**config.mk**
```make
export PLATFORM = sky130hd
export DESIGN_NAME = phase_accumulator_ctl_flat
export DESIGN_NICKNAME = d
export VERILOG_FILES = /design/src/rtl/phase_acc_pkg.sv /design/src/rtl/phase_accumulator_ctl_if.sv /design/src/rtl/phase_accumulator_ctl_step_update_reg.sv /design/src/rtl/phase_accumulator_ctl.sv /design/src/flat_wrapper.sv
export SDC_FILE = /design/constraint.sdc
export NUM_CORES = 1
export LEC_CHECK = 0
export ABC_AREA = 1
export BUFFER_PORTS_ARGS = -buffer_cell sky130_fd_sc_hd__buf_2
export CAP_MARGIN = 20
export CORE_ASPECT_RATIO = 0.9
export CORE_MARGIN = 5
export CORE_UTILIZATION = 62
export DETAILED_ROUTE_END_ITERATION = 6
export PLACE_DENSITY = 0.85
export SLEW_MARGIN = 20
export SYNTH_ARGS = -nofsm -noshare
export SYNTH_HDL_FRONTEND = slang
export SYNTH_SLANG_ARGS = --single-unit
```
**constraint.sdc**
```tcl
create_clock -name clk -period 5.4 [get_ports clk]
set_input_delay 1.08 -clock clk [delete_from_list [all_inputs] [get_ports clk]]
set_output_delay 1.08 -clock clk [all_outputs]
set_load 0.005 [all_outputs]
```
**src/rtl/phase_acc_pkg.sv**
```systemverilog
// rtl/phase_acc_pkg.sv - shared encodings for the phase accumulator controller
//
// Purpose : wrap-mode and FSM state encodings used by the controller,
//           its bus interface and the step-update register.
// Ports   : none (package).

package phase_acc_pkg;

   // Wrap behaviour selected at start. Code 3 is reserved and runs as FREE.
   typedef enum logic [1:0] {
      MODE_FREE    = 2'd0,
      MODE_SYNC    = 2'd1,
      MODE_ONESHOT = 2'd2,
      MODE_RSVD    = 2'd3
   } mode_e;

   typedef enum logic [1:0] {
      ST_IDLE = 2'd0,
      ST_RUN  = 2'd1,
      ST_DONE = 2'd2
   } state_e;

   // Folds the reserved code onto FREE so the stored mode is always legal.
   function automatic mode_e decode_mode(input logic [1:0] m);
      return (m == 2'd3) ? MODE_FREE : mode_e'(m);
   endfunction

endpackage

```
**src/rtl/phase_accumulator_ctl_if.sv**
```systemverilog
// rtl/phase_accumulator_ctl_if.sv - control/step/phase bus of the phase accumulator
//
// Purpose : groups the control pulses, step-update handshake and phase
//           outputs of phase_accumulator_ctl.
// Ports   : master drives start/stop/mode/init_phase/step_in/step_valid and
//           observes step_ready/phase/wrap/done/wrap_cnt; slave is the reverse.

interface phase_accumulator_ctl_if
   import phase_acc_pkg::*;
#(
   parameter int ACC_W   = 16,
   parameter int PHASE_W = 8,
   parameter int CNT_W   = 8
);

   logic               start;
   logic               stop;
   logic [1:0]         mode;
   logic [PHASE_W-1:0] init_phase;
   logic [ACC_W-1:0]   step_in;
   logic               step_valid;
   logic               step_ready;
   logic [PHASE_W-1:0] phase;
   logic               wrap;
   logic               done;
   logic [CNT_W-1:0]   wrap_cnt;

   modport master (
      output start, stop, mode, init_phase, step_in, step_valid,
      input  step_ready, phase, wrap, done, wrap_cnt
   );

   modport slave (
      input  start, stop, mode, init_phase, step_in, step_valid,
      output step_ready, phase, wrap, done, wrap_cnt
   );

endinterface

```
**src/rtl/phase_accumulator_ctl_step_update_reg.sv**
```systemverilog
// rtl/phase_accumulator_ctl_step_update_reg.sv - pending frequency-word register
//
// Purpose : holds one captured step word until the controller applies it.
// Ports   : clk, rst_n (async active-low), step_in/step_valid/step_ready
//           handshake, apply (consume pending word), pending (held word),
//           pend_flag (a word is waiting).

module step_update_reg
   import phase_acc_pkg::*;
#(
   parameter int W = 16
) (
   input  logic         clk,
   input  logic         rst_n,
   input  logic [W-1:0] step_in,
   input  logic         step_valid,
   input  logic         apply,
   output logic         step_ready,
   output logic [W-1:0] pending,
   output logic         pend_flag
);

   // Only one word may wait at a time; further offers are refused.
   assign step_ready = !pend_flag;

   always_ff @(posedge clk or negedge rst_n) begin
      if (!rst_n) begin
         pending   <= '0;
         pend_flag <= 1'b0;
      end else if (apply) begin
         pend_flag <= 1'b0;
      end else if (step_valid && !pend_flag) begin
         pending   <= step_in;
         pend_flag <= 1'b1;
      end
   end

endmodule

```
**src/rtl/phase_accumulator_ctl.sv**
```systemverilog
// rtl/phase_accumulator_ctl.sv - controllable phase accumulator for the waveform LUT
//
// Purpose : ACC_W-bit phase accumulator with FREE/SYNC/ONESHOT wrap modes,
//           deferred step updates, start/stop control, wrap strobe and a
//           saturating wrap counter. phase is the MSB slice of the accumulator.
// Ports   : clk - rising-edge clock
//           en  - asynchronous active-low reset (0 initialise, 1 run)
//           bus - phase_accumulator_ctl_if slave (control, step handshake,
//                 phase/wrap/done/wrap_cnt outputs)

module phase_accumulator_ctl
   import phase_acc_pkg::*;
#(
   parameter int ACC_W       = 16,
   parameter int PHASE_W     = 8,
   parameter int CNT_W       = 8,
   parameter bit UPD_AT_WRAP = 1'b1
) (
   input  logic                   clk,
   input  logic                   en,
   phase_accumulator_ctl_if.slave bus
);

   state_e             state_q, state_d;
   mode_e              mode_q, mode_d;
   logic [ACC_W-1:0]   acc_q, acc_d;
   logic [ACC_W-1:0]   step_act_q, step_act_d;
   logic [ACC_W-1:0]   init_acc;
   logic [ACC_W-1:0]   pending;
   logic [ACC_W:0]     sum;
   logic               carry;
   logic               run_cycle;
   logic               wrap_event;
   logic               apply;
   logic               pend_flag;
   logic               wrap_q, wrap_d;
   logic               done_q, done_d;
   logic [CNT_W-1:0]   cnt_q, cnt_d;

   // Start phase placed in the accumulator MSBs, fractional bits cleared.
   assign init_acc = ACC_W'(bus.init_phase) << (ACC_W - PHASE_W);

   assign sum   = {1'b0, acc_q} + {1'b0, step_act_q};
   assign carry = sum[ACC_W];

   // start/stop take priority over accumulation, so a carry in such a cycle
   // is discarded rather than counted.
   assign run_cycle  = (state_q == ST_RUN) && !bus.stop && !bus.start;
   assign wrap_event = run_cycle && carry;

   // In RUN the pending word is either held for the period boundary or taken
   // immediately; outside RUN there is no boundary to wait for.
   assign apply = pend_flag &&
                  ((state_q != ST_RUN) || (UPD_AT_WRAP ? wrap_event : 1'b1));

   step_update_reg #(
      .W (ACC_W)
   ) u_step_update (
      .clk        (clk),
      .rst_n      (en),
      .step_in    (bus.step_in),
      .step_valid (bus.step_valid),
      .apply      (apply),
      .step_ready (bus.step_ready),
      .pending    (pending),
      .pend_flag  (pend_flag)
   );

   always_ff @(posedge clk or negedge en) begin
      if (!en) begin
         state_q    <= ST_IDLE;
         mode_q     <= MODE_FREE;
         acc_q      <= '0;
         step_act_q <= '0;
         wrap_q     <= 1'b0;
         done_q     <= 1'b0;
         cnt_q      <= '0;
      end else begin
         state_q    <= state_d;
         mode_q     <= mode_d;
         acc_q      <= acc_d;
         step_act_q <= step_act_d;
         wrap_q     <= wrap_d;
         done_q     <= done_d;
         cnt_q      <= cnt_d;
      end
   end

   always_comb begin
      state_d = state_q;
      if (bus.stop) begin
         state_d = ST_IDLE;
      end else if (bus.start) begin
         state_d = ST_RUN;
      end else if (wrap_event && (mode_q == MODE_ONESHOT)) begin
         state_d = ST_DONE;
      end
   end

   always_comb begin
      acc_d      = acc_q;
      mode_d     = mode_q;
      cnt_d      = cnt_q;
      wrap_d     = 1'b0;
      step_act_d = apply ? pending : step_act_q;

      if (bus.stop) begin
         acc_d = init_acc;
      end else if (bus.start) begin
         acc_d  = init_acc;
         cnt_d  = '0;
         mode_d = decode_mode(bus.mode);
      end else if (state_q == ST_RUN) begin
         acc_d = sum[ACC_W-1:0];
         if (carry) begin
            wrap_d = 1'b1;
            if (cnt_q != '1) begin
               cnt_d = cnt_q + CNT_W'(1);
            end
            // SYNC and ONESHOT restart the period exactly at the start phase,
            // dropping the residue that FREE carries over.
            if (mode_q != MODE_FREE) begin
               acc_d = init_acc;
            end
         end
      end else begin
         acc_d = init_acc;
      end

      done_d = (state_d == ST_DONE);
   end

   assign bus.phase    = acc_q[ACC_W-1 -: PHASE_W];
   assign bus.wrap     = wrap_q;
   assign bus.done     = done_q;
   assign bus.wrap_cnt = cnt_q;

endmodule

```
**src/flat_wrapper.sv**
```systemverilog
// flat-port wrapper written by rule: the top's interface ports become plain ports
module phase_accumulator_ctl_flat import phase_acc_pkg::*;
#(
   parameter int ACC_W       = 16,
   parameter int PHASE_W     = 8,
   parameter int CNT_W       = 8,
   parameter bit UPD_AT_WRAP = 1'b1
)
  (clk, en, bus_start, bus_stop, bus_mode, bus_init_phase, bus_step_in, bus_step_valid, bus_step_ready, bus_phase, bus_wrap, bus_done, bus_wrap_cnt);
  phase_accumulator_ctl_if #(.ACC_W(ACC_W), .PHASE_W(PHASE_W), .CNT_W(CNT_W)) bus_i ();
  input  logic clk;
  input  logic en;
  input wire logic [$bits(bus_i.start)-1:0] bus_start;
  input wire logic [$bits(bus_i.stop)-1:0] bus_stop;
  input wire logic [$bits(bus_i.mode)-1:0] bus_mode;
  input wire logic [$bits(bus_i.init_phase)-1:0] bus_init_phase;
  input wire logic [$bits(bus_i.step_in)-1:0] bus_step_in;
  input wire logic [$bits(bus_i.step_valid)-1:0] bus_step_valid;
  output wire logic [$bits(bus_i.step_ready)-1:0] bus_step_ready;
  output wire logic [$bits(bus_i.phase)-1:0] bus_phase;
  output wire logic [$bits(bus_i.wrap)-1:0] bus_wrap;
  output wire logic [$bits(bus_i.done)-1:0] bus_done;
  output wire logic [$bits(bus_i.wrap_cnt)-1:0] bus_wrap_cnt;
  assign bus_i.start = bus_start;
  assign bus_i.stop = bus_stop;
  assign bus_i.mode = bus_mode;
  assign bus_i.init_phase = bus_init_phase;
  assign bus_i.step_in = bus_step_in;
  assign bus_i.step_valid = bus_step_valid;
  assign bus_step_ready = bus_i.step_ready;
  assign bus_phase = bus_i.phase;
  assign bus_wrap = bus_i.wrap;
  assign bus_done = bus_i.done;
  assign bus_wrap_cnt = bus_i.wrap_cnt;
  phase_accumulator_ctl #(.ACC_W(ACC_W), .PHASE_W(PHASE_W), .CNT_W(CNT_W), .UPD_AT_WRAP(UPD_AT_WRAP)) u_core (.clk(clk), .en(en), .bus(bus_i));
endmodule
```
==> results by group <==
STA
  – Max Transition Viols Final: 0
  – Worst clock skew: 0.01392 ns
  – Slew Limit Headroom: between 40% and 50%
  – Worst hold slack: a little under 0.5 ns
  – FMAX: about 0.41 GHz
  – Period utilization: a little under half
  – Final min period: between 2 and 2.5 ns
  – Setup TNS: 0 ns
  – RSZ-0062 raised after global routing: false
  – Worst slew pin tran: about 0.78 ns
  – Finish-stage setup viols: 0
  – Hold Vio Cnt, Final: 0

Critical path
  – Worst-path maximum fanout: 18
  – Worst EP arrival: 1.37 ns
  – Required @ worst endpoint: 4.32 ns
  – Launching element type of the critical path: flop
  – Worst R2R Setup Slack: around 3.0 ns
  – Worst Setup End Kind: output pin
  – Critical setup path kind: flop to output pin

Pwr
  – Sw frac: 38.12%
  – Leak: roughly 2.3 nW
  – Worst vdd ir: 0.0002887 V
  – Sequential Power Share: a little under two fifths
  – Tot Pwr: ~1.8 mW
  – Int Pwr: 1.100 mW
  – Clock Power Share: 26.5%
  – Psw: between 0.6 and 0.7 mW
  – P per Cell Area: between 400 and 500 nW/um^2
  – Comb power frac: between 30% and 40%

Cells and area
  – Antenna fix cells: 0
  – NumNets Final: between 500 and 600
  – Most frequent cells in the layout: nand2_1 (148), dfrtp_1 (63), inv_1 (54)
  – Area Growth Syn to Fin: 12.66%
  – Layout cells sized above 1: between 10% and 20%
  – Commonest non-fill, non-tap cell in the layout: nand2_1
  – Fillcell total: ~470
  – Multi-input combinational cell area: ~1700 um^2
  – Register area: 1577 um^2

Floorplan
  – FP Rows: 26
  – Initial Util: a little under two thirds
  – Ports: 50
  – Core ar.: about 5700 um^2
  – Die X: roughly 90 um
  – Die ar.: 7445 um^2
  – Die Height: around 80 um

Yosys
  – Synth area leader: dfrtp_1
  – Post-Syn Instances: around 450
  – Sequential-to-total area share from yosys stat: roughly 44%
  – Avg Inst Size Synth: roughly 8.1 um^2
  – Synth top area share: between 40% and 50%
  – #FFs+latches synth: 63
  – Mapped Nets: about 500
  – Synth Cell Area: 3607 um^2
  – Cell variety after synth: 33
  – Cells taking the most area after synthesis: dfrtp_1 (44%), nand2_1 (15%), ha_1 (5.9%)
  – Yosys Warn Count: 0

Detailed routing
  – Post-DRT Antenna Nets: 0
  – DR iter-0 viols: 143
  – DRT Pass-1 Iters: 5
  – Routed wire per std cell: around 14 um
  – Routed vias/inst: roughly 5.3
  – Post-route DRC: 0
  – Via count: ~3000
  – Drt total wl: around 8.1 mm

Place
  – HPWL after DPL: ~6 mm
  – Port bufs: slightly below 50
  – GP Congestion: approximately 0.94

Clocking
  – Clock sink total: 63
  – Hold-fix buffers at CTS: 0
  – # Post-CTS Setup Buffers: 0
  – TritonCTS clock tree: yes
  – Max Root-Sink Buffers: 2
  – H-tree levels: 3
  – Clk root buf: clkbuf_8
  – Clk slew on worst S/H paths: 0.07 ns
  – TritonCTS Buffers: 9
  – Cts repair resizes: 0
  – Clk_lat worst skew: about 0.35 ns

Flow run
  – Maxcap violations: 0

Global routing
  – First-pass GRT wire length: between 10 and 15 mm
  – Pin count of the biggest net entering global routing: between 60 and 70
  – Global route overflow: 0
  – Vias in the first global route: ~3000
  – Antenna violations before repair: 0
  – Total GRT Usage: between 20% and 30%

Run status
  – Status: complete, no violations

Hold path
  – Worst Hold Class: flop to flop
[power by group through the flow]
stage | sequential [mW] | combinational, mW | clock [mW]
5_1_grt | 0.680 | 0.715 | 0.503
3_3_place_gp | 0.670 | 0.592 | 0
4_1_cts | 0.667 | 0.631 | 0.478
6_report | 0.670 | 0.636 | 0.472
3_5_place_dp | 0.674 | 0.625 | 0
2_1_floorplan | 0.635 | 0.505 | 0
[critical path: stages (launching register included)]
cell     delay (ns)
dfrtp_1        0.72
inv_1          0.14
buf_2          0.16
[registers in the layout, summed over array words and instances (netlist names)]
register	count
u_core.bus.wrap	1
u_core.acc_q	16
u_core.mode_q	2
u_core.state_q	2
u_core.bus.done	1
u_core.u_step_update.pend_flag	1
u_core.step_act_q	16
u_core.bus.wrap_cnt	8
u_core.u_step_update.pending	16
[kinds of logic after synthesis]
group / count (synthesis) / share of synthesized area (%)
buf+inv: 70 / 8.741
mux: 16 / 4.995
flops: 63 / 43.70
xor+xnor: 12 / 2.914
fa+ha+maj: 18 / 6.452
compound gates: 20 / 3.087
simple gates: 247 / 30.11
[area by class of cell]
class / count / area share, %
clock buffers: 10 / 3.387
clock inverters: 6 / 2.248
inverters: 54 / 4.988
multi-input cells: 313 / 42.21
flip-flops and latches: 63 / 38.79
well taps: 70 / 2.155
repair buffers: 50 / 6.219
[routing by layer]
metal	GRT usage, %	wire length, um	vias to the layer above
li1	-	-	1485
met1	30.47	3611	1394
met2	36.99	3774	112
met3	7.246	574	15
met4	7.440	133	0
met5	0	0	-
[cells in the mapped netlist]
cell type and number:
nand2_4 3, o31ai_1 1, and3_1 2, buf_2 3, nor3_1 3, nand3b_1 1, clkbuf_1 2, or2_1 1
buf_6 2, nor2_1 32, xnor2_1 6, nor3b_1 1, nand3_1 39, xor2_1 6, and2_1 1, nand3_2 2
nor2_2 1, nand2_8 1, fa_1 1, nand2_2 6, nand4_1 4, nand2_1 148, o21ai_0 5, o22ai_1 1
nor2_4 1, ha_1 17, dfrtp_1 63, or2_2 1, buf_4 9, inv_1 54, o21bai_1 3, mux2_2 16
a21oi_1 10
[path summary, 6_finish.rpt]
path,cells after the start,start,endpoint
min in group asynchronous,2,en,u_core.acc_q[12]
worst max register to register,15,u_core.step_act_q[0],u_core.acc_q[10]
worst min register to register,2,u_core.step_act_q[15],u_core.step_act_q[15]
worst min-delay path,2,u_core.step_act_q[15],u_core.step_act_q[15]
worst max-delay path,2,u_core.u_step_update.pend_flag,bus_step_ready
max in group asynchronous,2,en,u_core.u_step_update.pending[3]
[metrics by stage]
step | instance area, um^2 | setup slack (ns) | utilization (%) | instances
2_1_floorplan | 3607 | 3.200 | - | 446
3_3_place_gp | 3835 | 3.059 | 67.75 | 550
3_5_place_dp | 3835 | 3.008 | 67.75 | 550
4_1_cts | 4064 | 2.950 | 71.79 | 566
5_1_grt | 4064 | 2.806 | 71.79 | 566
6_report | 4064 | 2.950 | 71.79 | 566
Power figures use the tool's default switching activity.
